==> config.mk <==
export PLATFORM = sky130hd
export DESIGN_NAME = exc_collect_flat
export DESIGN_NICKNAME = d
export VERILOG_FILES = /design/src/rtl/exc_collect_if.sv /design/src/rtl/exc_collect.sv /design/src/flat_wrapper.sv
export SDC_FILE = /design/constraint.sdc
export NUM_CORES = 1
export LEC_CHECK = 0
export ABC_AREA = 1
export BUFFER_PORTS_ARGS = -buffer_cell sky130_fd_sc_hd__buf_2
export CAP_MARGIN = 20
export CORE_ASPECT_RATIO = 0.9
export CORE_MARGIN = 2
export CORE_UTILIZATION = 40
export CTS_BUF_LIST = sky130_fd_sc_hd__clkbuf_4 sky130_fd_sc_hd__clkbuf_8
export CTS_CLUSTER_SIZE = 30
export DETAILED_ROUTE_END_ITERATION = 7
export GPL_TIMING_DRIVEN = 1
export PLACE_DENSITY = 0.71
export SETUP_SLACK_MARGIN = 0.05
export SYNTH_ARGS = -nofsm -noshare
export SYNTH_HDL_FRONTEND = slang
export SYNTH_SLANG_ARGS = --single-unit
==> constraint.sdc <==
create_clock -name clk -period 1.9 [get_ports clk]
set_input_delay 0 -clock clk [delete_from_list [all_inputs] [get_ports clk]]
set_output_delay 0 -clock clk [all_outputs]
set_load 0.05 [all_outputs]
==> src/rtl/exc_collect_if.sv <==
// rtl/exc_collect_if.sv - MEM-stage exception bus between pipeline, interrupt sources and CP0
interface exc_collect_if;
  logic        mem_valid_i;
  logic [31:0] mem_pc_i;
  logic        mem_is_branch_i;
  logic [31:0] mem_addr_i;
  logic        mem_adel_if_i;
  logic        mem_ri_i;
  logic        mem_ov_i;
  logic        mem_sys_i;
  logic        mem_bp_i;
  logic        mem_adel_i;
  logic        mem_ades_i;
  logic        mem_eret_i;
  logic [5:0]  int_i;
  logic        int_time_i;
  logic [31:0] status_i;
  logic [4:0]  exc_code_o;
  logic [31:0] exc_epc_o;
  logic [31:0] exc_badvaddr_o;
  logic        in_delay_o;
  logic        flush_pending_o;

  modport master (
    output mem_valid_i, mem_pc_i, mem_is_branch_i, mem_addr_i,
           mem_adel_if_i, mem_ri_i, mem_ov_i, mem_sys_i, mem_bp_i,
           mem_adel_i, mem_ades_i, mem_eret_i, int_i, int_time_i, status_i,
    input  exc_code_o, exc_epc_o, exc_badvaddr_o, in_delay_o, flush_pending_o
  );

  modport slave (
    input  mem_valid_i, mem_pc_i, mem_is_branch_i, mem_addr_i,
           mem_adel_if_i, mem_ri_i, mem_ov_i, mem_sys_i, mem_bp_i,
           mem_adel_i, mem_ades_i, mem_eret_i, int_i, int_time_i, status_i,
    output exc_code_o, exc_epc_o, exc_badvaddr_o, in_delay_o, flush_pending_o
  );
endinterface

==> src/rtl/exc_collect.sv <==
// rtl/exc_collect.sv - MEM-stage prioritised exception collector for CP0 (option macro: INT_SYNC_EN)
module exc_collect #(
  parameter int FLUSH_CYCLES = 3
) (
  input  logic       clk,
  input  logic       rst,
  exc_collect_if.slave bus
);

  localparam logic [4:0] EC_INT  = 5'd0;
  localparam logic [4:0] EC_ADEL = 5'd4;
  localparam logic [4:0] EC_ADES = 5'd5;
  localparam logic [4:0] EC_SYS  = 5'd8;
  localparam logic [4:0] EC_BP   = 5'd9;
  localparam logic [4:0] EC_RI   = 5'd10;
  localparam logic [4:0] EC_OV   = 5'd12;
  localparam logic [4:0] EC_ERET = 5'h0e;
  localparam logic [4:0] EC_NONE = 5'h1f;

  localparam int CW = (FLUSH_CYCLES > 1) ? $clog2(FLUSH_CYCLES) : 1;
  localparam logic [CW-1:0] CNT_LOAD = CW'(FLUSH_CYCLES - 1);

  typedef enum logic {IDLE, HOLD} state_t;

  state_t      state_q, state_d;
  logic [CW-1:0] cnt_q, cnt_d;
  logic        last_branch_q, last_branch_d;
  logic [4:0]  code_d;
  logic [31:0] epc_d;
  logic [31:0] badv_d;
  logic        delay_d;

  logic [5:0]  int_s;
  logic [5:0]  ip;
  logic        take_int;
  logic        in_delay;
  logic [31:0] slot_epc;
  logic [4:0]  sel_code;
  logic [31:0] sel_epc;
  logic [31:0] sel_badv;
  logic        unused_status;

`ifdef INT_SYNC_EN
  logic [5:0] int_meta;

  // Two-flop synchroniser for the asynchronous hardware interrupt lines
  always_ff @(posedge clk or negedge rst) begin
    if (!rst) begin
      int_meta <= '0;
      int_s    <= '0;
    end else begin
      int_meta <= bus.int_i;
      int_s    <= int_meta;
    end
  end
`else
  // Single register stage on the hardware interrupt lines
  always_ff @(posedge clk or negedge rst) begin
    if (!rst) int_s <= '0;
    else      int_s <= bus.int_i;
  end
`endif

  assign ip       = {int_s[5] | bus.int_time_i, int_s[4:0]};
  assign take_int = (|(ip & bus.status_i[15:10])) & bus.status_i[0] & ~bus.status_i[1];
  assign in_delay = bus.mem_valid_i & last_branch_q;
  assign slot_epc = in_delay ? bus.mem_pc_i - 32'd4 : bus.mem_pc_i;
  assign unused_status = ^{bus.status_i[31:16], bus.status_i[9:2]};

  // Priority encode the MEM instruction's exception; interrupts only ride on a valid instruction
  always_comb begin
    sel_code = EC_NONE;
    sel_epc  = slot_epc;
    sel_badv = '0;
    if (bus.mem_valid_i) begin
      if (take_int)                sel_code = EC_INT;
      else if (bus.mem_adel_if_i) begin
        sel_code = EC_ADEL;
        sel_badv = bus.mem_pc_i;
      end
      else if (bus.mem_ri_i)       sel_code = EC_RI;
      else if (bus.mem_ov_i)       sel_code = EC_OV;
      else if (bus.mem_sys_i)      sel_code = EC_SYS;
      else if (bus.mem_bp_i)       sel_code = EC_BP;
      else if (bus.mem_adel_i) begin
        sel_code = EC_ADEL;
        sel_badv = bus.mem_addr_i;
      end
      else if (bus.mem_ades_i) begin
        sel_code = EC_ADES;
        sel_badv = bus.mem_addr_i;
      end
      else if (bus.mem_eret_i) begin
        sel_code = EC_ERET;
        sel_epc  = '0;
      end
    end
  end

  // Hold FSM next state and one-cycle exception record
  always_comb begin
    state_d       = state_q;
    cnt_d         = cnt_q;
    last_branch_d = last_branch_q;
    code_d        = EC_NONE;
    epc_d         = '0;
    badv_d        = '0;
    delay_d       = 1'b0;
    case (state_q)
      IDLE: begin
        if (sel_code != EC_NONE) begin
          code_d        = sel_code;
          epc_d         = sel_epc;
          badv_d        = sel_badv;
          delay_d       = in_delay;
          state_d       = HOLD;
          cnt_d         = CNT_LOAD;
          last_branch_d = 1'b0;
        end else if (bus.mem_valid_i) begin
          last_branch_d = bus.mem_is_branch_i;
        end
      end
      HOLD: begin
        if (cnt_q == '0) state_d = IDLE;
        else             cnt_d   = cnt_q - CW'(1);
      end
      default: state_d = IDLE;
    endcase
  end

  // State, counter, delay-slot tracker and registered outputs
  always_ff @(posedge clk or negedge rst) begin
    if (!rst) begin
      state_q            <= IDLE;
      cnt_q              <= '0;
      last_branch_q      <= 1'b0;
      bus.exc_code_o     <= EC_NONE;
      bus.exc_epc_o      <= '0;
      bus.exc_badvaddr_o <= '0;
      bus.in_delay_o     <= 1'b0;
    end else begin
      state_q            <= state_d;
      cnt_q              <= cnt_d;
      last_branch_q      <= last_branch_d;
      bus.exc_code_o     <= code_d;
      bus.exc_epc_o      <= epc_d;
      bus.exc_badvaddr_o <= badv_d;
      bus.in_delay_o     <= delay_d;
    end
  end

  assign bus.flush_pending_o = (state_q == HOLD);

endmodule

==> src/flat_wrapper.sv <==
// flat-port wrapper written by rule: the top's interface ports become plain ports
module exc_collect_flat 
#(
  parameter int FLUSH_CYCLES = 3
)
  (clk, rst, bus_mem_valid_i, bus_mem_pc_i, bus_mem_is_branch_i, bus_mem_addr_i, bus_mem_adel_if_i, bus_mem_ri_i, bus_mem_ov_i, bus_mem_sys_i, bus_mem_bp_i, bus_mem_adel_i, bus_mem_ades_i, bus_mem_eret_i, bus_int_i, bus_int_time_i, bus_status_i, bus_exc_code_o, bus_exc_epc_o, bus_exc_badvaddr_o, bus_in_delay_o, bus_flush_pending_o);
  exc_collect_if bus_i ();
  input  logic clk;
  input  logic rst;
  input wire logic [$bits(bus_i.mem_valid_i)-1:0] bus_mem_valid_i;
  input wire logic [$bits(bus_i.mem_pc_i)-1:0] bus_mem_pc_i;
  input wire logic [$bits(bus_i.mem_is_branch_i)-1:0] bus_mem_is_branch_i;
  input wire logic [$bits(bus_i.mem_addr_i)-1:0] bus_mem_addr_i;
  input wire logic [$bits(bus_i.mem_adel_if_i)-1:0] bus_mem_adel_if_i;
  input wire logic [$bits(bus_i.mem_ri_i)-1:0] bus_mem_ri_i;
  input wire logic [$bits(bus_i.mem_ov_i)-1:0] bus_mem_ov_i;
  input wire logic [$bits(bus_i.mem_sys_i)-1:0] bus_mem_sys_i;
  input wire logic [$bits(bus_i.mem_bp_i)-1:0] bus_mem_bp_i;
  input wire logic [$bits(bus_i.mem_adel_i)-1:0] bus_mem_adel_i;
  input wire logic [$bits(bus_i.mem_ades_i)-1:0] bus_mem_ades_i;
  input wire logic [$bits(bus_i.mem_eret_i)-1:0] bus_mem_eret_i;
  input wire logic [$bits(bus_i.int_i)-1:0] bus_int_i;
  input wire logic [$bits(bus_i.int_time_i)-1:0] bus_int_time_i;
  input wire logic [$bits(bus_i.status_i)-1:0] bus_status_i;
  output wire logic [$bits(bus_i.exc_code_o)-1:0] bus_exc_code_o;
  output wire logic [$bits(bus_i.exc_epc_o)-1:0] bus_exc_epc_o;
  output wire logic [$bits(bus_i.exc_badvaddr_o)-1:0] bus_exc_badvaddr_o;
  output wire logic [$bits(bus_i.in_delay_o)-1:0] bus_in_delay_o;
  output wire logic [$bits(bus_i.flush_pending_o)-1:0] bus_flush_pending_o;
  assign bus_i.mem_valid_i = bus_mem_valid_i;
  assign bus_i.mem_pc_i = bus_mem_pc_i;
  assign bus_i.mem_is_branch_i = bus_mem_is_branch_i;
  assign bus_i.mem_addr_i = bus_mem_addr_i;
  assign bus_i.mem_adel_if_i = bus_mem_adel_if_i;
  assign bus_i.mem_ri_i = bus_mem_ri_i;
  assign bus_i.mem_ov_i = bus_mem_ov_i;
  assign bus_i.mem_sys_i = bus_mem_sys_i;
  assign bus_i.mem_bp_i = bus_mem_bp_i;
  assign bus_i.mem_adel_i = bus_mem_adel_i;
  assign bus_i.mem_ades_i = bus_mem_ades_i;
  assign bus_i.mem_eret_i = bus_mem_eret_i;
  assign bus_i.int_i = bus_int_i;
  assign bus_i.int_time_i = bus_int_time_i;
  assign bus_i.status_i = bus_status_i;
  assign bus_exc_code_o = bus_i.exc_code_o;
  assign bus_exc_epc_o = bus_i.exc_epc_o;
  assign bus_exc_badvaddr_o = bus_i.exc_badvaddr_o;
  assign bus_in_delay_o = bus_i.in_delay_o;
  assign bus_flush_pending_o = bus_i.flush_pending_o;
  exc_collect #(.FLUSH_CYCLES(FLUSH_CYCLES)) u_core (.clk(clk), .rst(rst), .bus(bus_i));
endmodule
Word level (Yosys, flattened, before mapping) --
Index checks and enable logic that the tools add are counted.
Storage, ports and cells: flip-flop bits (word level) 80, input bits 115
Cells by class: $add $sub $neg 2, equality and inequality tests 3, muxes and demuxes 46, bitwise operators 7, reduce and logical (&&, ||, !) cells 5
Operators with widths (number):
- $mux 32 | 24
- $mux 5 | 12
- $sub 32x3->32 const B | 1
- $and 6x6->6 | 1
- $mux 1 | 6
- $reduce_or 6->1 | 1
- $ne 5x5->1 const B | 1
- $mux 2 | 2
- $pmux 2 s2 | 1
- $reduce_and 2->1 | 2
- $and 1x1->1 | 3
- $logic_not 2->1 | 1
- $ne 2x1->1 const B | 1
- $ne 2x2->1 const B | 1
- $not 1->1 | 2
- $pmux 1 s2 | 1
- $reduce_bool 2->1 | 1
- $sub 2x1->2 const B | 1
- $or 1x1->1 | 1

Longest topological paths before layout --
depth in word-level cells 14, depth in mapped cells 10, mapped depth without buffers 10

Least setup slack after synthesis --
No wires, ideal clock.
path type flip-flop to flip-flop, from register u_core.state_q (netlist: u_core.bus.flush_pending_o), to register u_core.bus.exc_badvaddr_o[22], arrival time 1.328 ns, required time 1.823 ns, slack 0.495 ns, cell stages (with the launch flop) 5, path buffers 1, path through dfrtp_1 > nor2_4 > nand4_2 > buf_2 > a21oi_1
Between the ends: longest elaborated chain between the ends 1
Ends and longest elaborated chain:
- start, declared | RTL line exc_collect.sv:25 | state_t state_q, state_d;
- start signal, assigned | RTL line exc_collect.sv:142 | state_q <= state_d;
- $mux 32 | RTL line exc_collect.sv:109 | case (state_q)
- via u_core.badv_d[22] | RTL line exc_collect.sv:30 | logic [31:0] badv_d;
- end signal, assigned | RTL line exc_collect.sv:147 | bus.exc_badvaddr_o <= badv_d;
- end, declared | RTL line exc_collect_if.sv:35 | output exc_code_o, exc_epc_o, exc_badvaddr_o, in_delay_o, flush_pending_o
The timed path passes the listed nets, and every way through them passes these cells. A chain may end at the register's enable or synchronous reset.

Final worst setup path --
from input port bus_mem_ov_i, to register u_core.bus.exc_code_o[0]
Between the ends: longest elaborated chain between the ends 8
Ends and longest elaborated chain:
- start, declared | RTL line flat_wrapper.sv:16 | input wire logic [$bits(bus_i.mem_ov_i)-1:0] bus_mem_ov_i;
- $mux 5 (*) | RTL line exc_collect.sv:82 | else if (bus.mem_ov_i) sel_code = EC_OV;
- $mux 5 (*) | RTL line exc_collect.sv:81 | else if (bus.mem_ri_i) sel_code = EC_RI;
- $mux 5 (*) | RTL line exc_collect.sv:77 | else if (bus.mem_adel_if_i) begin
- $mux 5 (*) | RTL line exc_collect.sv:76 | if (take_int) sel_code = EC_INT;
- $mux 5 (*) | RTL line exc_collect.sv:75 | if (bus.mem_valid_i) begin
- $ne 5x5->1 | RTL line exc_collect.sv:111 | if (sel_code != EC_NONE) begin
- $mux 5 (*) | RTL line exc_collect.sv:111
- $mux 5 (*) | RTL line exc_collect.sv:109
- via u_core.code_d[0] | RTL line exc_collect.sv:28 | logic [4:0] code_d;
- end signal, assigned | RTL line exc_collect.sv:145 | bus.exc_code_o <= code_d;
- end, declared | RTL line exc_collect_if.sv:35
Mark *: on every way through the listed nets, which the timed path passes. The rest lies on a longest branch.

==> reports/metrics.cfg <==
[sta]
rsz0062_at_grt = false
maxSlewViolCount = 0
slew_headroom = 0.6524
setup_violations = 0
finalHoldViolCount = 0
fin_setup_tns_ns = 0
finClkSkew_ns = 0.007401
period_minus_slack_ns = 1.781
tightest_slew_ns = 0.5174
max_freq_mhz = 561.6
fin_crit_sh = 0.9372

[finish]
final_common_cell = buf_2
nNetsFinal = 839
area_delta_synth_final_pct = 47.97
layout_common_cells = buf_2, nand2_1, nor2_1
drive_gt1_frac = 0.2930
antenna_cells = 0
design_area_mm2 = 0.005754
final-instance-count-excl-fill = 853

[critical_path]
end_kind = register
cp_slowest_cell = dlygate4sd3_1
worstPathArrival_ns = 2.08
worst_setup_path_start_kind = input port
crit_type = in2reg
required_ns = 2.20
critPathBufInv = 4
worst-path-max-fanout = 3
path_cells = dlygate4sd3_1 -> buf_2 -> nor2_2 -> dlygate4sd3_1 -> nand4_1 -> dlygate4sd3_1 -> nand2_1
cpPeakStageDelay_ns = 0.57
critPathTopFamily = buffers and inverters
critical_path.most_common_cell = dlygate4sd3_1
r2r_slack_ns = 0.27

[yosys]
synthSimpleGateAreaFrac = 0.3179
postSynthCellCount = 486
synth-xor-area-share = 0.02928
synth_seq_cells = 80
synth_compound_area_frac = 0.05920
syn_area_mm2 = 0.003889
avgSynthCellArea_um2 = 8.002
synth_top_family_by_area = simple AND/OR/NAND/NOR gates
synthDistinctLibCells = 28
muxShareOfSynthArea = 0.002574
synth_nets = 603
synthAdderAreaFrac = 0.006435
seq_area_frac_synth = 0.5164
ys_warn_count = 0

[drt]
drtIter0Drc = 165
drc = 0
antenna_left = 0
wl_met3_um = 840
routed_wl_mm = 11.83
avgViaCountPerCell = 4.712
dr.pass1.iters = 5
dr_wl_met2_mm = 5.863
via_count = 4019
top_layer_used = met4
post_drt_wl_per_cell_um = 13.86
wl_met1_mm = 4.985

[die]
core_mm2 = 0.009572
die_h_um = 97.54
io_pins = 186
start_util = 0.4063
dieWidth_um = 107.9
design.die.area_mm2 = 0.01053
rows = 34

[worst_hold_path]
hp-class = in2reg

[pwr]
p_per_area_mw_per_mm2 = 882.6
netSwitchingFraction = 0.3975
power_w = 0.005079
vdd_drop_max_mv = 0.6029
p_comb_frac = 0.348
power.internal_w = 0.003060
p_seq_frac = 0.401
power_frac_clock = 0.251
switching_power_w = 0.002019
power_leakage_nw = 3.151

[placement]
dpl_cell_area_mm2 = 0.004853
dp_hpwl_mm = 8.166
gp_congestion = 0.8918
io_buffers = 161
place_inst = 767

[grt]
grt_pass1_wl_mm = 19.31
antenna_found_initial = 0
grt_max_degree = 43
grt_pass1_vias = 4101
overflow = 0
grt_usage = 0.2338

[clock_network]
clock-root-buffer = clkbuf_8
clock-sinks = 80
cts.clk_slew.worst_paths_ns = 0.08
post_cts_buffers = 0
cts_buffers = 9
cts.htree.levels = 3
clk_latency_ns = 0.35
clockBufferDepth = 2
tritoncts = built

[run_status]
status = complete, no violations

[run]
cap_violations = 0

## tightest hold or removal path, stage by stage
cell and delay [ns]:
buf_2 0.13, inv_1 0.09, xor2_1 0.07, nor2_1 0.07
## synthesized netlist by cell type
cell | count | area, um^2
nand2_1 | 109 | 409.1
nor2_1 | 105 | 394.1
dfrtp_1 | 75 | 1877
inv_1 | 54 | 202.7
o21ai_0 | 29 | 145.1
nand3_1 | 21 | 105.1
a21oi_1 | 15 | 75.07
xor2_1 | 13 | 113.9
nand4_1 | 12 | 75.07
nor2_2 | 9 | 56.30
clkbuf_1 | 6 | 22.52
buf_2 | 5 | 25.02
dfstp_2 | 5 | 131.4
nand2_2 | 4 | 25.02
nor3_1 | 4 | 20.02
nand3_2 | 3 | 30.03
nor2_4 | 3 | 33.78
ha_1 | 2 | 25.02
nand3_4 | 2 | 35.03
o21ai_1 | 2 | 10.01
and3_1 | 1 | 6.260
buf_6 | 1 | 11.26
inv_2 | 1 | 3.750
mux2i_1 | 1 | 10.01
nand4_2 | 1 | 12.51
nor2_8 | 1 | 20.02
nor3b_1 | 1 | 7.510
nor4_1 | 1 | 6.260
## what timing repair did
item                                    in CTS  in global routing
hold endpoints to repair                   103                  0
resized for setup                            0                  1
hold buffers                                70                  0
endpoints found under the setup margin       0                  1
## sequential cells by signal (all words and copies together), names as in the netlist
register and flops:
u_core.bus.flush_pending_o 1, u_core.bus.in_delay_o 1, u_core.int_s 6, u_core.bus.exc_code_o 5, u_core.bus.exc_badvaddr_o 32, u_core.last_branch_q 1
u_core.cnt_q 2, u_core.bus.exc_epc_o 32
## path summary, 6_finish.rpt
check	from	to	cells past startpoint
max	bus_mem_ov_i	u_core.bus.exc_code_o[0]	7
min	bus_mem_pc_i[17]	u_core.bus.exc_epc_o[17]	4
max reg2reg	u_core.int_s[2]	u_core.bus.exc_code_o[0]	8
min reg2reg	u_core.cnt_q[1]	u_core.cnt_q[1]	2
max in group asynchronous	rst	u_core.bus.exc_code_o[0]	3
min in group asynchronous	rst	u_core.bus.exc_badvaddr_o[19]	2
## area by class of cell
type | count | area (um^2)
fillers | 820 | 3817
flip-flops and latches | 80 | 2008
multi-input cells | 339 | 1618
repair buffers | 237 | 1567
inverters | 55 | 206.4
well taps | 126 | 157.7
clock buffers | 11 | 138.9
clock inverters | 5 | 58.81
## cells by family after synthesis
family                     Yosys count
adders and majority gates            2
buffers and inverters               67
DFF                                 80
xor gates and xnor gates            13
and+or+nand+nor                    277
muxes                                1
AOI/OAI and AO/OA                   46
## per-stage QoR
step	setup WS, ns	util	hold WS, ns
floorplan	0.4949	-	-0.2956
global placement	0.4078	0.5071	0.0001893
detailed placement	0.3674	0.5071	0.006837
CTS	0.1527	0.6009	0.01474
global route	0.08391	0.6012	0.05590
finish	0.1194	0.6012	0.04448
## per-layer routing
layer,vias to the layer above,global-route usage
met1,1866,0.2840
met2,157,0.4117
met4,0,0.06213
li1,1983,-
met5,-,0
met3,13,0.05634
## power groups by stage
stage | clock (W) | sequential (W) | combinational (W)
floorplan | 0 | 0.00276 | 0.000469
global placement | 0 | 0.00206 | 0.00163
detailed placement | 0 | 0.00207 | 0.00165
CTS | 0.00131 | 0.00204 | 0.00177
global route | 0.00138 | 0.00206 | 0.00190
finish | 0.00127 | 0.00204 | 0.00177
Power figures use the tool's default switching activity.
